===== src/rtl/mux_nto1_rr_reg.sv =====
// Registered N-to-1 selector with valid/ready on every input and on the output,
// manual-select or round-robin grant. Define MUX_TRISTATE_EN to float y while disabled.
module mux_nto1_rr_reg #(
    parameter int WIDTH    = 4,
    parameter int CHANNELS = 4,
    parameter int SELW     = $clog2(CHANNELS)
) (
    input  logic                      clk,
    input  logic                      rst,
    input  logic [CHANNELS*WIDTH-1:0] in_data,
    input  logic [CHANNELS-1:0]       in_valid,
    output logic [CHANNELS-1:0]       in_ready,
    input  logic [SELW-1:0]           sel,
    input  logic                      mode,
    input  logic                      dis,
    output logic [WIDTH-1:0]          y,
    output logic                      y_valid,
    input  logic                      y_ready,
    output logic [SELW-1:0]           ch_id
);

    // Handshake: a beat moves on any interface in a cycle where valid && ready are
    // both high at the rising edge; valid never waits on ready, ready may depend on valid.
    typedef enum logic {
        EMPTY = 1'b0,
        FULL  = 1'b1
    } state_t;

    state_t              state_q, state_d;
    logic [WIDTH-1:0]    y_q, y_d;
    logic [SELW-1:0]     ch_q, ch_d;
    logic [SELW-1:0]     rr_ptr_q, rr_ptr_d;
    logic                can_load;
    logic                gnt_vld;
    logic [SELW-1:0]     gnt_idx;
    logic [CHANNELS-1:0] gnt_onehot;
    int                  idx;

    always_comb begin
        gnt_vld  = 1'b0;
        gnt_idx  = '0;
        idx      = 0;
        can_load = !dis && ((state_q == EMPTY) || y_ready);
        if (can_load) begin
            if (!mode) begin
                if ((int'(sel) < CHANNELS) && in_valid[sel]) begin
                    gnt_vld = 1'b1;
                    gnt_idx = sel;
                end
            end else begin
                // Search starts just after the last channel served and wraps.
                for (int i = 1; i <= CHANNELS; i++) begin
                    idx = (int'(rr_ptr_q) + i) % CHANNELS;
                    if (!gnt_vld && in_valid[idx]) begin
                        gnt_vld = 1'b1;
                        gnt_idx = SELW'(idx);
                    end
                end
            end
        end
    end

    always_comb begin
        gnt_onehot = '0;
        for (int k = 0; k < CHANNELS; k++) begin
            gnt_onehot[k] = gnt_vld && (gnt_idx == SELW'(k));
        end
    end

    assign in_ready = rst ? '0 : gnt_onehot;

    always_comb begin
        state_d  = state_q;
        y_d      = y_q;
        ch_d     = ch_q;
        rr_ptr_d = rr_ptr_q;
        if (gnt_vld) begin
            // Covers both a load into EMPTY and a pop+load in the same cycle.
            state_d = FULL;
            y_d     = in_data[gnt_idx*WIDTH +: WIDTH];
            ch_d    = gnt_idx;
            if (mode) begin
                rr_ptr_d = gnt_idx;
            end
        end else if ((state_q == FULL) && y_ready && !dis) begin
            state_d = EMPTY;
        end
    end

    always_ff @(posedge clk or posedge rst) begin
        if (rst) begin
            state_q  <= EMPTY;
            y_q      <= '0;
            ch_q     <= '0;
            rr_ptr_q <= SELW'(CHANNELS - 1);
        end else begin
            state_q  <= state_d;
            y_q      <= y_d;
            ch_q     <= ch_d;
            rr_ptr_q <= rr_ptr_d;
        end
    end

    assign y_valid = !dis && (state_q == FULL);
    assign ch_id   = ch_q;

`ifdef MUX_TRISTATE_EN
    assign y = dis ? {WIDTH{1'bz}} : y_q;
`else
    assign y = dis ? '0 : y_q;
`endif

endmodule


===== config.mk =====
export PLATFORM = sky130hd
export DESIGN_NAME = mux_nto1_rr_reg
export DESIGN_NICKNAME = d
export VERILOG_FILES = /design/src/rtl/mux_nto1_rr_reg.sv
export SDC_FILE = /design/constraint.sdc
export NUM_CORES = 1
export LEC_CHECK = 0
export CAP_MARGIN = 10
export CORE_ASPECT_RATIO = 0.7
export CORE_MARGIN = 2
export CORE_UTILIZATION = 44
export CTS_BUF_LIST = sky130_fd_sc_hd__clkbuf_8 sky130_fd_sc_hd__clkbuf_16
export DETAILED_ROUTE_END_ITERATION = 8
export GPL_ROUTABILITY_DRIVEN = 1
export PLACE_DENSITY = 0.95
export SYNTH_ARGS = -nofsm -noshare
export SYNTH_HDL_FRONTEND = slang
export SYNTH_SLANG_ARGS = --single-unit
export TNS_END_PERCENT = 20

===== constraint.sdc =====
create_clock -name clk -period 3.2 [get_ports clk]
set_input_delay 0.48 -clock clk [delete_from_list [all_inputs] [get_ports clk]]
set_output_delay 0.48 -clock clk [all_outputs]
set_load 0.05 [all_outputs]

==> results.ini <==
[status]
status = completed

[critical_path]
r2r_cells = 7
max_stage_delay_ns = 0.64
cp_max_fo = 8
slowest_stage = clkdlybuf4s50_1
rr_startpoint = rr_ptr_q[0]
endpoint_kind = output port
worstSetupStartpointType = primary input
rrSetupSlack_ns = 1.18
regToRegEndpoint = y_q[3]
cp.required_ns = 2.72
crit_chain = clkdlybuf4s50_1 -> nor2b_1 -> o21ai_0 -> a41oi_4 -> nand2_2 -> nor4_4 -> buf_12
crit_type = in2out
worst_ep_arrival_time_ns = 2.59

[layout]
antennaDiodeCount = 0
final_nets = 162
drive_gt1_frac = 0.164
multiInputGateArea_sq_um = 559
seq_area_sq_um = 228
fill_cells = 124
final_area_sq_um = 1310
syn2layout_area_growth_pct = 59.3

[detailed_routing]
firstDrtPassIters = 4
wl_microns = 2490
viasPerCell = 5.58
final_antenna_net_count = 0
drcViolationCount = 0
first_iter_violations = 37
vias = 870
wl_per_cell_microns = 15.9

[logic_synthesis]
synth_top_area_cell = dfrtp_1
synth_seq_cells = 9
synth_seq_area_share = 0.277
async_flop_share = 1.00
syn-cell-area_sq_um = 821
ys_types = 34
yosys-top-cells-count = nand2_1, nor2_1, mux2i_1, o21ai_0
synth_warnings = 0
synth_most_common_cell = nand2_1
avgSynthCellArea_sq_um = 8.83
ys.flop_type = dfrtp_1
synth.top_cell.area_share = 0.213
synth_nets = 120
synth-edff-count = 0
synth.area.top_cells = dfrtp_1, mux2i_1, dfstp_2, nand2_1, nor2b_1
synthCells = 93

[job]
maxCapViolations = 0

[floorplan]
die_area_sq_um = 2230
rows = 13
die_h_microns = 40.1
coreArea_sq_um = 1810
start_util = 0.455
die_x_microns = 55.6
io_pins = 38

[hold_path]
hold_path_depth = 2
holdPathEnd = ch_id[1]
hold_class = reg2reg
hold_path_startpoint = ch_id[1]

[clock_tree]
cts_buffers = 3
clkTransAtPathRegs_ns = 0.05
cts_setup_buffers = 0
htreeDepth = 1
cts_tree = yes
clockRootBuffer = clkbuf_8
insertion_delay_ns = 0.23
cts_sinks = 9
cts_hold_buf = 0
clockBufferDepth = 2

[sta]
relSlewSlack = 0.662
setup_slack_ns = 0.131
fin_tns_setup_ns = 0
skew_ns = 0.00215
grt_setup_unrepaired = false
maxSlewViolCount = 0
hold_viol = 0
setup_viol = 0
period_minus_slack_ns = 3.07
timing.fmax_mhz = 326
worst_pin_slew_ns = 0.506
period_share = 0.959

[pwr]
irDropWorstVdd_mv = 0.391
cellLeakagePower_uw = 0.000577
power_density_nw_per_um2 = 507

[global_routing]
antenna_found_initial = 0
grt.overflow.total = 0
grt_pass1_wl_microns = 3670
grt_usage = 0.227
first_global_vias = 795
grt_max_degree = 11

[placed_design]
place_congestion = 0.934
preCtsSetupSlack_ns = -0.0302
dpl_cell_area_sq_um = 1250
portBuffers = 37
dpl.hpwl_microns = 1900

[cell type report]
| type | instances | area share |
|---|---|---|
| repair buffers | 41 | 0.331 |
| flip-flops and latches | 9 | 0.174 |
| multi-input cells | 76 | 0.428 |
| inverters | 4 | 0.0115 |
| clock inverters | 1 | 0.00287 |
| clock buffers | 3 | 0.0316 |
| well taps | 22 | 0.0211 |
[worst max path at each step]
stage,start,end,slack [ns],depth (start not counted)
final,in_valid[1],in_ready[3],0.13,7
after global placement,in_valid[3],in_ready[3],0.11,7
after CTS,in_valid[3],in_ready[3],0.03,7
after global routing,in_valid[1],in_ready[3],0.06,7
after detailed placement,in_valid[3],in_ready[3],-0.03,7
after floorplan,in_valid[2],in_ready[3],0.22,6
[layout by cell type, fill, tap and decap left out]
master	instances
mux2_2	1
a32oi_1	1
nor2b_1	6
dfrtp_1	7
a21oi_1	3
or2b_1	1
o31ai_4	1
nand2_1	13
a211oi_1	1
nand2b_1	1
mux4_1	1
nor4_4	1
nor3b_1	2
nor2_1	10
dlymetal6s2s_1	2
nand2_2	1
o221ai_1	3
a31oi_1	1
nor2b_2	1
o211ai_2	1
a221oi_1	1
clkdlybuf4s50_1	31
nand2b_4	1
mux2_4	1
a2bb2oi_1	1
dfstp_2	2
nand3_1	2
a21o_1	1
buf_12	3
o21ai_0	8
a41oi_4	1
clkbuf_8	3
o21ai_1	1
buf_4	5
mux2i_1	9
inv_1	5
xor2_1	1
[critical path: cells and delay by family]
kind / cells / cell delay (ns)
and+or+nand+nor: 3 / 0.80
buffers and inverters: 2 / 0.83
AOI/OAI and AO/OA: 2 / 0.48
[repair_timing]
| action | in CTS | in global routing |
|---|---|---|
| gates cloned | 0 | 0 |
| endpoints found under the setup margin | 1 | 3 |
| resized for setup | 1 | 3 |
[through the flow]
| step | std cells | utilization | power (uW) | hold slack, ns |
|---|---|---|---|---|
| 6_report | 156 | 0.724 | 663 | 0.495 |
| 5_1_grt | 156 | 0.724 | 699 | 0.513 |
| 4_1_cts | 156 | 0.720 | 661 | 0.480 |
| 3_5_place_dp | 152 | 0.690 | 524 | 0.479 |
| 3_3_place_gp | 152 | 0.690 | 510 | 0.460 |
| 2_1_floorplan | 93 | - | 409 | 0.306 |
[kinds of logic (layout without fill, tap and decap cells)]
logic type      count (synthesis)  in the layout  synth area share
buf+inv                         8             49            0.0625
xor+xnor                        1              1            0.0107
flops                           9              9             0.277
compound gates                 24             24             0.238
mux                            12             12             0.174
simple gates                   39             39             0.238
[flip-flops by register name, summed over array words and instances, names as in the netlist]
register / flops
rr_ptr_q: 2
y_q: 4
ch_id: 2
state_q: 1
[power breakdown]
group,switching [uW],internal (uW),total [uW]
Sequential,39.6,157,197
Combinational,189,148,337
Clock,45.8,83.6,129
Total,275,389,663
[routing by layer]
metal	GRT usage	part of all wire	vias up
met5	0	0	-
met4	0.0610	0.0056	0
met3	0.0935	0.088	2
met2	0.423	0.50	50
met1	0.251	0.40	401
li1	-	-	417
(Power assumes the default switching activity.)
